`src/rtl/ifetch_pc_ctrl_pkg.sv`:
```
`default_nettype none
// ============================================================================
// Module      : ifetch_pc_ctrl_pkg
// Description : Shared CPU fetch constants: reset PC default, fetch-control
//               state encodings, word-alignment mask and small helpers.
// Revision    : 1.0 - initial release
// ============================================================================
package ifetch_pc_ctrl_pkg;

  // PC loaded on reset unless the top overrides it
  localparam logic [31:0] RESET_PC_DEFAULT = 32'h0000_0000;

  // Clears the byte-offset bits of a target so fetches stay word aligned
  localparam logic [31:0] ALIGN_MASK = 32'hFFFF_FFFC;

  // Saturation ceiling of the taken-branch counter
  localparam logic [15:0] TAKEN_COUNT_MAX = 16'hFFFF;

  // Normal fetch vs. waiting out a stall with a branch target on hold
  typedef enum logic [0:0] {
    RUN  = 1'b0,
    PEND = 1'b1
  } pc_state_e;

  // Word-align a redirect target
  function automatic logic [31:0] align_pc(input logic [31:0] target);
    return target & ALIGN_MASK;
  endfunction

  // A target is misaligned when any byte-offset bit is set
  function automatic logic is_misaligned(input logic [1:0] offset);
    return offset != 2'b00;
  endfunction

endpackage
`default_nettype wire

```
`src/rtl/ifetch_pc_ctrl_branch_cond.sv`:
```
`default_nettype none
// ============================================================================
// Module      : branch_cond
// Description : Combinational branch resolution. Combines the registered
//               branch-type flags with the rs condition flags (zero,
//               positive, negative) into a single taken decision.
// Revision    : 1.0 - initial release
// ============================================================================
module branch_cond (
  input  logic zero,
  input  logic positive,
  input  logic negative,
  input  logic beq,
  input  logic bne,
  input  logic bgez,
  input  logic bgtz,
  input  logic bltz,
  input  logic blez,
  input  logic bgezal,
  input  logic bltzal,
  output logic taken
);

  // Each branch type is qualified by the rs relation it tests against zero
  always_comb begin
    taken = (beq    &  zero)
          | (bne    & ~zero)
          | (bgez   & (positive | zero))
          | (bgtz   &  positive)
          | (bltz   &  negative)
          | (blez   & (negative | zero))
          | (bgezal & (positive | zero))
          | (bltzal &  negative);
  end

endmodule
`default_nettype wire

```
`src/rtl/ifetch_pc_ctrl.sv`:
```
`default_nettype none
// ============================================================================
// Module      : ifetch_pc_ctrl
// Description : Instruction-fetch PC controller. Sequences the fetch address
//               (PC+4, jump redirect, branch redirect), holds a taken branch
//               target across hazard stalls, raises pipeline flushes, flags
//               misaligned targets and counts taken branches.
// Revision    : 1.0 - initial release
// ============================================================================
module ifetch_pc_ctrl
  import ifetch_pc_ctrl_pkg::*;
#(
  parameter logic [31:0] RESET_PC = RESET_PC_DEFAULT
) (
  input  logic        clock,
  input  logic        reset,
  input  logic        IF_Zero,
  input  logic        IF_Positive,
  input  logic        IF_Negative,
  input  logic        IF_Beq,
  input  logic        IF_Bne,
  input  logic        IF_Bgez,
  input  logic        IF_Bgtz,
  input  logic        IF_Bltz,
  input  logic        IF_Blez,
  input  logic        IF_Bgezal,
  input  logic        IF_Bltzal,
  input  logic [31:0] IF_Branch_PC,
  input  logic        ID_Jump,
  input  logic [31:0] ID_Jump_PC,
  input  logic        PC_Stall,
  output logic [31:0] PC,
  output logic        Branch_Taken,
  output logic        Flush_Branch,
  output logic        Flush_IF_ID,
  output logic        Addr_Error,
  output logic [15:0] Taken_Count
);

  pc_state_e   state;
  pc_state_e   state_next;
  logic [31:0] pend_target;
  logic [31:0] pend_target_next;
  logic [31:0] pc_next;
  logic        addr_error_next;
  logic        count_inc;
  logic        cond_taken;

  branch_cond u_branch_cond (
    .zero     (IF_Zero),
    .positive (IF_Positive),
    .negative (IF_Negative),
    .beq      (IF_Beq),
    .bne      (IF_Bne),
    .bgez     (IF_Bgez),
    .bgtz     (IF_Bgtz),
    .bltz     (IF_Bltz),
    .blez     (IF_Blez),
    .bgezal   (IF_Bgezal),
    .bltzal   (IF_Bltzal),
    .taken    (cond_taken)
  );

  // Fetch-control state register
  always_ff @(posedge clock or posedge reset) begin
    if (reset) begin
      state <= RUN;
    end else begin
      state <= state_next;
    end
  end

  // Next PC, next state, flushes and error flag; while PEND the flags in
  // EX/MEM and ID belong to flushed younger instructions and are ignored
  always_comb begin
    state_next       = state;
    pc_next          = PC;
    pend_target_next = pend_target;
    addr_error_next  = 1'b0;
    count_inc        = 1'b0;
    Branch_Taken     = 1'b0;
    Flush_Branch     = 1'b0;
    Flush_IF_ID      = 1'b0;
    if (!reset) begin
      case (state)
        RUN: begin
          if (cond_taken) begin
            // Branch beats a same-cycle jump; the jump is younger and flushed
            Branch_Taken = 1'b1;
            Flush_Branch = 1'b1;
            count_inc    = 1'b1;
            if (PC_Stall) begin
              pend_target_next = IF_Branch_PC;
              state_next       = PEND;
            end else begin
              pc_next         = align_pc(IF_Branch_PC);
              addr_error_next = is_misaligned(IF_Branch_PC[1:0]);
            end
          end else if (ID_Jump && !PC_Stall) begin
            // A stalled jump is re-presented by ID, so no flush until it goes
            Flush_IF_ID     = 1'b1;
            pc_next         = align_pc(ID_Jump_PC);
            addr_error_next = is_misaligned(ID_Jump_PC[1:0]);
          end else if (!PC_Stall) begin
            pc_next = PC + 32'd4;
          end
        end
        PEND: begin
          if (!PC_Stall) begin
            pc_next         = align_pc(pend_target);
            addr_error_next = is_misaligned(pend_target[1:0]);
            state_next      = RUN;
          end
        end
        default: begin
          state_next = RUN;
        end
      endcase
    end
  end

  // PC, held branch target and misalignment pulse
  always_ff @(posedge clock or posedge reset) begin
    if (reset) begin
      PC          <= RESET_PC;
      pend_target <= 32'h0000_0000;
      Addr_Error  <= 1'b0;
    end else begin
      PC          <= pc_next;
      pend_target <= pend_target_next;
      Addr_Error  <= addr_error_next;
    end
  end

  // Saturating taken-branch counter; applying a held target is not a new branch
  always_ff @(posedge clock or posedge reset) begin
    if (reset) begin
      Taken_Count <= 16'h0000;
    end else if (count_inc && (Taken_Count != TAKEN_COUNT_MAX)) begin
      Taken_Count <= Taken_Count + 16'd1;
    end
  end

endmodule
`default_nettype wire

```
`config.mk`:
```
export PLATFORM = sky130hd
export DESIGN_NAME = ifetch_pc_ctrl
export DESIGN_NICKNAME = d
export VERILOG_FILES = /design/src/rtl/ifetch_pc_ctrl_pkg.sv /design/src/rtl/ifetch_pc_ctrl_branch_cond.sv /design/src/rtl/ifetch_pc_ctrl.sv
export SDC_FILE = /design/constraint.sdc
export NUM_CORES = 1
export LEC_CHECK = 0
export CAP_MARGIN = 40
export CELL_PAD_IN_SITES_DETAIL_PLACEMENT = 1
export CELL_PAD_IN_SITES_GLOBAL_PLACEMENT = 1
export CORE_MARGIN = 2
export CORE_UTILIZATION = 39
export DETAILED_ROUTE_END_ITERATION = 7
export GPL_TIMING_DRIVEN = 0
export PLACE_DENSITY = 0.84
export SLEW_MARGIN = 25
export SYNTH_ARGS = -nofsm -noshare
export SYNTH_HDL_FRONTEND = slang
export SYNTH_SLANG_ARGS = --single-unit
```
`constraint.sdc`:
```
create_clock -name clock -period 16.4 [get_ports clock]
set_input_delay 4.92 -clock clock [delete_from_list [all_inputs] [get_ports clock]]
set_output_delay 4.92 -clock clock [all_outputs]
set_load 0.05 [all_outputs]
```
# Word level (Yosys, flattened, before mapping)
# Index checks and enable logic that the tools add are counted.
[word_totals]
reg_bits = 82
input_bits = 79
output_inout_bits = 52
elab_cells = 61
[classes]
addsub = 2
eq_ne = 4
muxes = 22
bitwise = 20
n_reduce_logical = 8
[op_table]
columns = ["op", "count"]
rows = [
  ["32-bit 2-to-1 mux", 5],
  ["32-bit one-hot mux with 2 select lines", 1],
  ["32-bit by 3-bit adder with 32-bit output, second input constant", 1],
  ["16-bit by 1-bit adder with 16-bit output, second input constant", 1],
  ["16-bit inequality test, second input constant", 1],
  ["1-bit 2-to-1 mux", 14],
  ["1-bit OR", 9],
  ["1-bit AND", 8],
  ["4-bit AND reduction", 2],
  ["3-bit inequality test, second input constant", 2],
  ["2-bit nonzero test", 3],
  ["1-bit one-hot mux with 2 select lines", 2],
  ["1-bit inverter", 3],
  ["1-bit logical AND", 2],
  ["2-bit inequality test, second input constant", 1],
  ["1-bit logical NOT", 1],
]

# Logic depth before layout (Yosys ltp)
[depth]
ltp_word = 13
depth_mapped = 8
ltp_nobuf = 7

# Cells and area by module
# A second synthesis with hierarchy kept.
[unflattened]
hier_cells = 515
hier_area_um2 = 4760.8
[modules_own_cells]
columns = ["mod", "instances", "cells_each", "area_each_um2", "seq_area_each_um2"]
rows = [
  ["ifetch_pc_ctrl", 1, 509, 4718.3, 2001.9],
  ["branch_cond", 1, 6, 42.5, 0.0],
]

# Least setup slack after synthesis
# OpenSTA, ideal clock, no wires.
[synth_timing]
path_kind = "input-to-output"
start = "in reset"
end = "out Flush_Branch"
arrival_ns = 8.067
t_required_ns = 11.480
path_slack_ns = 3.413
stages = 4
path_buffers = 1
path_cell_list = "inv_1 > nand2_1 > nor2_1 > buf_4"
[synth_between]
elab_chain_len = 1
[synth_rtl]
columns = ["item", "line", "text"]
rows = [
  ["from (decl)", "ifetch_pc_ctrl.sv:16", "input logic reset,"],
  ["1-bit 2-to-1 mux", "n/a", ""],
  ["to (decl)", "ifetch_pc_ctrl.sv:34", "output logic Flush_Branch,"],
]
# Every way passes these cells.

# Final worst setup path
[layout_timing]
start = "in IF_Bgez"
end = "out Flush_IF_ID"
[layout_between]
elab_chain_len = 10
[layout_rtl]
columns = ["item", "line", "text"]
rows = [
  ["from (decl)", "ifetch_pc_ctrl.sv:22", "input logic IF_Bgez,"],
  ["1-bit AND", "ifetch_pc_ctrl_branch_cond.sv:28", "| (bgez & (positive | zero))"],
  ["1-bit OR", "ifetch_pc_ctrl_branch_cond.sv:28", ""],
  ["1-bit OR", "ifetch_pc_ctrl_branch_cond.sv:29", "| (bgtz & positive)"],
  ["1-bit OR", "ifetch_pc_ctrl_branch_cond.sv:30", "| (bltz & negative)"],
  ["1-bit OR", "ifetch_pc_ctrl_branch_cond.sv:31", "| (blez & (negative | zero))"],
  ["1-bit OR", "ifetch_pc_ctrl_branch_cond.sv:32", "| (bgezal & (positive | zero))"],
  ["1-bit OR", "ifetch_pc_ctrl_branch_cond.sv:33", "| (bltzal & negative);"],
  ["1-bit 2-to-1 mux", "ifetch_pc_ctrl.sv:87", "if (cond_taken) begin"],
  ["1-bit 2-to-1 mux", "ifetch_pc_ctrl.sv:85", "case (state)"],
  ["1-bit 2-to-1 mux", "ifetch_pc_ctrl.sv:84", "if (!reset) begin"],
  ["to (decl)", "ifetch_pc_ctrl.sv:35", "output logic Flush_IF_ID,"],
]
# Every way passes these cells.

==> flow_summary.json <==
{
  "instances_no_fill": 779,
  "clock-sinks": 80,
  "dieWidth_um": 113,
  "holdPathStages": 1,
  "p_per_area_mw_per_mm2": 122,
  "r2r-start": "state",
  "r2r_end": "PC[26]",
  "rows": 39,
  "routed_via_density": 6.04,
  "hold_path.class": "flip-flop to flip-flop",
  "reg2reg_depth": 6,
  "hold_ws_ns": 0.498,
  "mappedNetlistArea_mm2": 0.00466,
  "first_pass_iters": 5,
  "cts_tree": "done",
  "setup_viol": 0,
  "ant_nets": 0,
  "layout-drive-gt1-share_pct": 11.6,
  "ys_ff_latch": 80,
  "die_y_um": 113,
  "diodes": 0,
  "drv_slew": 0,
  "period_share_pct": 78.0,
  "rrSetupSlack_ns": 13.58,
  "grt_pass1_vias": 5143,
  "grt_remaining_overflow": 0,
  "maxSlewHeadroom_pct": 48.2,
  "maxCapViolations": 0,
  "syn2layout_area_growth_pct": 38.7,
  "max-clock-path-buffers": 2,
  "clkLatencyLatePin_ns": 0.34,
  "cp-start-kind": "primary input",
  "dp_cells": 763,
  "port_buffers": 128,
  "hold_start": "Taken_Count[15]",
  "cts.clk_slew.worst_paths_ns": 0.06,
  "min_to": "Taken_Count[15]",
  "netlist_instances": 490,
  "cts_inserted_buffers": 9,
  "drt-wirelength-per-cell_um": 22.9,
  "grt_pass1_wl_mm": 28.0,
  "drt_iter0_markers": 311,
  "cts_hold_buf": 0,
  "htree_levels": 3,
  "synthFlopType": "dfrtp_1",
  "cts_resized": 0,
  "crit_required_ns": 11.48,
  "post_cts_buffers": 0,
  "grt_max_degree": 45,
  "finalSetupTns_ns": 0,
  "core-area_mm2": 0.0115,
  "antenna_found_initial": 0,
  "synth.distinct_cells": 62,
  "cts_root_buffer": "clkbuf_16",
  "endpoint_kind": "primary output",
  "grt_setup_unrepaired": "no",
  "gp_congestion": 0.859,
  "die_area_mm2": 0.0128,
  "cp_data_arrival_time_ns": 7.87,
  "io_pins": 131,
  "clock_skew_ns": 0.00730,
  "yosys_warnings": 0,
  "drcViolationCount": 0,
  "async_flop_share_pct": 100,
  "finalNetCount": 712,
  "tightest_slew_ns": 0.777,
  "vias": 4709,
  "wl_mm": 17.8,
  "ir_worst_vdd_mv": 0.110,
  "fin_crit_ns": 12.79,
  "grtUsageTotal_pct": 28.3,
  "path_class": "primary input to primary output",
  "outcome": "finished clean",
  "crit_fanout": 10,
  "finalHoldViolations": 0,
  "p_leak_uw": 0.00252,
  "fmax_ghz": 0.0782,
  "initial_core_util_pct": 40.4,
  "avgSynthCellArea_um2": 9.51,
  "synth_edf_count": 0,
  "ys_seq_area_share_pct": 43.0,
  "dp_hpwl_mm": 13.0
}
## metal layers
metal	vias up	GRT usage (%)	routed length, um
met2	207	50.2	9030
met5	-	0	0
met4	0	8.78	322
li1	2087	-	-
met1	2388	34.8	7150
met3	27	5.30	1310
## worst max path at each step
stage	start	endpoint	slack (ns)	cells after the start
2_1_floorplan	reset	Flush_Branch	3.41	4
3_3_place_gp	reset	Flush_Branch	1.66	6
3_5_place_dp	IF_Bgez	Flush_IF_ID	3.64	7
4_1_cts	IF_Bgez	Flush_IF_ID	3.61	7
5_1_grt	IF_Bgez	Flush_IF_ID	3.49	7
6_report	IF_Bgez	Flush_IF_ID	3.61	7
## worst max-delay path, stage by stage
cell,delay [ns]
clkdlybuf4s50_1,0.43
o41ai_1,0.43
o2111ai_1,0.41
clkbuf_1,0.37
buf_6,0.25
nor3_1,0.19
clkdlybuf4s50_1,0.85
## Yosys cell counts, types with 2 or more instances
| cell type | number | share of area, % |
|---|---|---|
| ha_1 | 2 | 0.54 |
| a221o_1 | 3 | 0.64 |
| dfrtp_1 | 80 | 43 |
| or3_1 | 12 | 1.6 |
| nand4_1 | 15 | 2.0 |
| a211oi_1 | 12 | 1.9 |
| and3_1 | 10 | 1.3 |
| nand2b_1 | 4 | 0.54 |
| buf_4 | 3 | 0.48 |
| buf_2 | 4 | 0.43 |
| o31ai_1 | 3 | 0.48 |
| clkbuf_8 | 4 | 1.2 |
| o2111ai_1 | 2 | 0.38 |
| o21ai_0 | 43 | 4.6 |
| o22ai_1 | 2 | 0.27 |
| and4_1 | 4 | 0.75 |
| o211ai_1 | 6 | 0.97 |
| xor2_1 | 13 | 2.4 |
| o21a_1 | 2 | 0.32 |
| a221oi_1 | 4 | 0.75 |
| o221ai_1 | 7 | 1.3 |
| a2111oi_0 | 2 | 0.38 |
| a21oi_1 | 26 | 2.8 |
| and4_2 | 2 | 0.43 |
| buf_6 | 2 | 0.48 |
| mux2_2 | 34 | 8.2 |
| inv_1 | 4 | 0.32 |
| nor3_1 | 11 | 1.2 |
| mux2i_1 | 3 | 0.64 |
| nor2b_1 | 2 | 0.27 |
| o2111a_1 | 2 | 0.48 |
| nand3_1 | 12 | 1.3 |
| nand2_1 | 46 | 3.7 |
| a211o_1 | 2 | 0.38 |
| clkbuf_1 | 18 | 1.5 |
| nor2_1 | 39 | 3.1 |
| xnor2_1 | 20 | 3.8 |
| and2_1 | 3 | 0.40 |
| a31oi_1 | 4 | 0.54 |
## power by group
group          leakage [uW]  internal, uW  switching, uW  total, uW
combinational       0.00139           112            167        279
clock              0.000149           127           84.8        212
sequential         0.000974           242           54.2        297
total               0.00252           481            306        787
## placed cells by master, fill, tap and decap left out, types with 4 or more instances in the layout
cell type	count
and3_1	10
nand2_1	46
nor3_1	11
buf_2	4
o221ai_1	7
nor2_1	39
o211ai_1	6
a31oi_1	4
or3_1	12
o21ai_0	43
clkbuf_1	19
nand4_1	15
clkbuf_16	9
xnor2_1	20
dfrtp_1	80
nand3_1	12
mux2_2	34
clkbuf_8	6
nand2b_1	4
a221oi_1	4
clkdlybuf4s50_1	128
and4_1	4
a211oi_1	12
xor2_1	13
a21oi_1	26
## through the flow
step	area [um2]	setup WS [ns]	utilization (%)	total power, uW
after floorplan	4660	3.41	-	458
after global placement	6120	1.66	53.2	558
after detailed placement	6150	3.64	53.4	574
after CTS	6460	3.61	56.1	787
after global routing	6460	3.49	56.1	816
final	6460	3.61	56.1	787
## sequential cells by signal, indices dropped and copies added (netlist names)
register / count
pend_target: 32
state: 1
Addr_Error: 1
Taken_Count: 16
PC: 30
## cell type report
cell class | count | area (um2)
buffer | 34 | 208
tap | 143 | 179
sequential | 80 | 2000
fill | 1335 | 5050
clock buffer | 12 | 256
inverter | 4 | 20.0
timing repair buffer | 129 | 1310
multi-input combinational | 373 | 2440
clock inverter | 4 | 51.3
## kinds of logic after synthesis
group | count (synthesis) | synth area share (%)
mux | 37 | 8.86
other cells | 1 | 0.0805
simple gates | 166 | 17.9
xor+xnor | 33 | 6.20
flops | 80 | 43.0
compound gates | 133 | 18.7
fa+ha+maj | 2 | 0.537
buf+inv | 38 | 4.78
No activity file was read; power rests on OpenSTA's default activity.
==> RTL change 1 (same flow settings) <==
Put one more register stage on the output `Taken_Count`. The value now appears one clock later. The other outputs are not delayed to match.
--- a/src/rtl/ifetch_pc_ctrl.sv
+++ b/src/rtl/ifetch_pc_ctrl.sv
@@ -36,6 +36,8 @@
   output logic        Addr_Error,
   output logic [15:0] Taken_Count
 );
+
+  logic [15:0] Taken_Count_s0;
 
   pc_state_e   state;
   pc_state_e   state_next;
@@ -135,10 +137,14 @@
   // Saturating taken-branch counter; applying a held target is not a new branch
   always_ff @(posedge clock or posedge reset) begin
     if (reset) begin
-      Taken_Count <= 16'h0000;
-    end else if (count_inc && (Taken_Count != TAKEN_COUNT_MAX)) begin
-      Taken_Count <= Taken_Count + 16'd1;
+      Taken_Count_s0 <= 16'h0000;
+    end else if (count_inc && (Taken_Count_s0 != TAKEN_COUNT_MAX)) begin
+      Taken_Count_s0 <= Taken_Count_s0 + 16'd1;
     end
+  end
+
+  always_ff @(posedge clock) begin
+    Taken_Count <= Taken_Count_s0;
   end
 
 endmodule
Behaviour: not the same (a bounded check fails within 4 cycles, from zero or initial values and one cycle with reset high).
==> RTL change 1 against the original RTL <==
Total power grew 7.1%; fmax shrank 0.78%; global-route usage shrank 0.50 points; wire length grew 2.6%; via count grew 5.5%; die area grew 6.7%; design area grew 5.5%; setup slack lost 0.10 ns; clock skew shrank 0.00067 ns; area after synthesis grew 7.0%; sequential share of layout area grew 3.1 points; sequential cell count grew 16; highest routed layer unchanged.
==> RTL change 1: results (changes against the original RTL) <==
outcome -> complete, no violations (unchanged)
sequential-to-total area share from yosys stat -> 0.466 (was 0.430)
DR vias -> 4,967 (was 4,709)
worst skew pair latency -> 0.36 ns (was 0.34 ns)
layout cells sized above 1 -> 0.0985 (was 0.116)
worst r2r path cells -> 7 (was 6)
Iter 0 DRT Violations -> 327 (was 311)
largest cells by area after synthesis -> dfrtp_1, mux2_2, dfxtp_1, nor2_1, xnor2_1 (was dfrtp_1, mux2_2, o21ai_0, xnor2_1, nand2_1)
Avg WL per Cell -> 22.0 µm (was 22.9 µm)
hold depth -> 0 (was 1)
worst slack, placed -> 3.55 ns (was 3.64 ns)
global routing usage on met2 -> 0.469 (was 0.502)
top flop regs -> pend_target x32, PC x30 (was pend_target x32, PC x30, Taken_Count x16)
Nets -> 736 (was 712)
maximum VDD drop -> 0.132 mV (was 0.110 mV)
fraction of registers with async set/reset -> 0.833 (was 1.00)
dpl cells -> 815 (was 763)
Cell variety after synth -> 58 (was 62)
Synth top cells by count -> dfrtp_1, nor2_1, nand2_1 (was dfrtp_1, nand2_1, o21ai_0)
Critical Path AT -> 7.97 ns (was 7.87 ns)
met3 usage in global routing -> 0.0834 (was 0.0530)
LEAKAGE -> 2.64 nW (was 2.52 nW)
# fillers -> 1,413 (was 1,335)
largest net degree at the start of global routing -> 55 (was 45)
Final Instance Count excl. Fillers -> 832 (was 779)
DP Area -> 6510 µm² (was 6150 µm²)
worst slew pin tran -> 0.849 ns (was 0.777 ns)
GRT met1 Usage -> 0.330 (was 0.348)
first-pass GRT wire length -> 28,600 µm (was 28,000 µm)
==> RTL change 1: area by class of cell <==
type / instances / area [µm²] / share of cell area
clock inverters: 4 / 52.6 / 0.00771
flip-flops and latches: 96 / 2320 / 0.341
multi-input cells: 373 / 2460 / 0.362
plain buffers: 36 / 166 / 0.0244
clock buffers: 12 / 246 / 0.0362
inverters: 9 / 36.3 / 0.00532
repair buffers: 130 / 1310 / 0.193
well taps: 172 / 215 / 0.0316
==> RTL change 1: cells by family after synthesis <==
family / synth area share
and+or+nand+nor: 0.185
AOI/OAI and AO/OA: 0.168
DFF: 0.466
buffers and inverters: 0.0402
muxes: 0.0803
xor gates and xnor gates: 0.0545
adders and majority gates: 0.00502
other: 0.000752
==> RTL change 1: final timing paths <==
check / startpoint / end / slack [ns]
setup / recovery: IF_Beq / Flush_IF_ID / 3.51
setup reg to reg: PC[2] / PC[24] / 13.52
hold / removal: Taken_Count_s0[13] / Taken_Count[13] / 0.42
max in group asynchronous: reset / Taken_Count_s0[2] / 10.74
hold reg to reg: Taken_Count_s0[13] / Taken_Count[13] / 0.42
min in group asynchronous: reset / PC[31] / 5.05
==> RTL change 1: worst max-delay path, cell delays in order <==
cell	delay, ns
clkdlybuf4s50_1	0.44
o41a_1	0.49
or4_4	0.54
buf_6	0.16
clkbuf_1	0.28
nor3_1	0.26
clkdlybuf4s50_1	0.87
==> RTL change 1: layer usage <==
| metal | wire, µm | vias up |
|---|---|---|
| li1 | - | 2190 |
| met1 | 7220 | 2496 |
| met2 | 8970 | 231 |
| met3 | 1560 | 50 |
| met4 | 534 | 0 |
| met5 | 0 | - |
==> RTL change 1: report_power, final <==
group          internal, mW  total [mW]  switching [mW]
clock network         0.123       0.217          0.0938
logic                 0.113       0.283           0.170
registers             0.288       0.343          0.0548
total                 0.524       0.843           0.318
==> RTL change 2 (same flow settings) <==
Without the edit above. Set the package constant `TAKEN_COUNT_MAX` to 16'h8000 (it was 16'hFFFF).
--- a/src/rtl/ifetch_pc_ctrl_pkg.sv
+++ b/src/rtl/ifetch_pc_ctrl_pkg.sv
@@ -14,7 +14,7 @@
   localparam logic [31:0] ALIGN_MASK = 32'hFFFF_FFFC;
 
   // Saturation ceiling of the taken-branch counter
-  localparam logic [15:0] TAKEN_COUNT_MAX = 16'hFFFF;
+  localparam logic [15:0] TAKEN_COUNT_MAX = 16'h8000;
 
   // Normal fetch vs. waiting out a stall with a branch target on hold
   typedef enum logic [0:0] {
Check against the original RTL: same outputs for any inputs over 4 cycles, from zero or initial values and one cycle with reset high; that may be too few to reach the edited logic, so the function may still have changed.
==> RTL change 2 against the original RTL <==
Fmax shrank 0.12%; sequential cell count is the same; wire length grew 6.7%; synthesized cell count grew 6.3%; design area grew 1.5%; area after synthesis grew 1.8%; total power grew 3.7%; setup slack lost 0.015 ns; die area grew 1.7%; clock power grew 6%; global-route usage grew 1.6 points; critical path type unchanged; critical endpoint unchanged; highest routed layer unchanged.
==> RTL change 2: results (changes against the original RTL) <==
met3 usage in global routing -> 0.0794 (was 0.0530)
vias in the first global route -> 5,506 (was 5,143)
largest net degree at the start of global routing -> 44 (was 45)
slowest stage delay, CP -> 0.83 ns (was 0.85 ns)
Cell variety after synth -> 58 (was 62)
Critical Path AT -> 7.88 ns (was 7.87 ns)
DR vias -> 5,021 (was 4,709)
hold depth -> 1 (unchanged)
worst skew pair latency -> 0.35 ns
first-pass GRT wire length -> 29,700 µm (was 28,000 µm)
Routed WL -> 19,000 µm (was 17,800 µm)
sequential-to-total area share from yosys stat -> 0.422 (was 0.430)
Post-Syn Instances -> 521 (was 490)
layout cells sized above 1 -> 0.0841 (was 0.116)
largest cells by area after synthesis -> dfrtp_1, mux2_2, xnor2_1, nand2_1, o21ai_0 (was dfrtp_1, mux2_2, o21ai_0, xnor2_1, nand2_1)
drt first pass iters -> 5 (unchanged)
Via density -> 6.18 (was 6.04)
Final HPWL DP -> 13,600 µm (was 13,000 µm)
antenna cells -> 0 (unchanged)
Setup Skew -> 0.00765 ns (was 0.00730 ns)
Slew HR -> 0.483 (was 0.482)
dpl cells -> 798 (was 763)
fraction of registers with async set/reset -> 1.00 (unchanged)
Iter 0 DRT Violations -> 320 (was 311)
IO buf count -> 128 (unchanged)
Max Fanout on Critical Path -> 10 (unchanged)
maximum VDD drop -> 0.0763 mV (was 0.110 mV)
Placer Congestion -> 0.889 (was 0.859)
# fillers -> 1,406 (was 1,335)
Synth top cells by count -> dfrtp_1, nand2_1, nor2_1 (was dfrtp_1, nand2_1, o21ai_0)
CP max-delay cell -> clkdlybuf4s50_1 (unchanged)
clock buffer depth -> 2 (unchanged)
worst slack, placed -> 3.65 ns (was 3.64 ns)
yosys warns -> 0 (unchanged)
outcome -> complete, no violations (unchanged)
Num CTS Buffers -> 9 (unchanged)
global routing usage on met2 -> 0.522 (was 0.502)
antenna violations before repair -> 0 (unchanged)
Tot GR Track Use -> 0.299 (was 0.283)
delay-heaviest family, CP -> buffers and inverters (unchanged)
clock root cell -> clkbuf_16 (unchanged)
CTS H-tree lvls -> 3 (unchanged)
Post CTS Setup Buffer Count -> 0 (unchanged)
GRT met1 Usage -> 0.355 (was 0.348)
Nets -> 744 (was 712)
LEAKAGE -> 2.53 nW (was 2.52 nW)
[RTL change 2: logic make-up (layout without fill, tap and decap cells)]
group / Yosys count / in the layout / synth area share
compound gates: 128 / 128 / 0.182
xor+xnor: 26 / 26 / 0.0480
other cells: 1 / 2 / 0.000791
mux: 34 / 34 / 0.0797
simple gates: 198 / 198 / 0.214
buf+inv: 51 / 195 / 0.0454
fa+ha+maj: 3 / 3 / 0.00792
flops: 80 / 80 / 0.422
[RTL change 2: power breakdown]
| group | switching [mW] | internal [mW] |
|---|---|---|
| clock network | 0.0831 | 0.141 |
| registers | 0.0538 | 0.243 |
| logic | 0.180 | 0.115 |
| total | 0.317 | 0.499 |
[RTL change 2: final cells by class]
class                   count  area share
repair buffers            129       0.199
inverters                  14     0.00839
multi-input cells         391       0.385
well taps                 147      0.0280
plain buffers              37      0.0248
clock inverters             3     0.00991
clock buffers              12      0.0391
flip-flops and latches     80       0.305
[RTL change 2: stage by stage]
stage          utilization  cell area, µm²  power (mW)
5_1_grt              0.549            6560       0.849
3_3_place_gp         0.519            6210       0.575
2_1_floorplan            -            4750       0.470
6_report             0.549            6560       0.816
3_5_place_dp         0.522            6240       0.590
4_1_cts              0.549            6560       0.813
[RTL change 2: path summary, 6_finish.rpt]
kind / end / slack [ns] / start
setup reg to reg: PC[14] / 13.79 / state
setup / recovery: Flush_IF_ID / 3.60 / IF_Bgez
hold reg to reg: pend_target[20] / 0.50 / pend_target[20]
min in group asynchronous: Taken_Count[8] / 5.09 / reset
max in group asynchronous: pend_target[11] / 10.67 / reset
hold / removal: pend_target[20] / 0.50 / pend_target[20]
[RTL change 2: routing by layer]
layer	wire length (µm)	vias up
met1	7600	2516
met2	9480	246
li1	-	2220
met3	1470	39
met4	463	0
met5	0	-
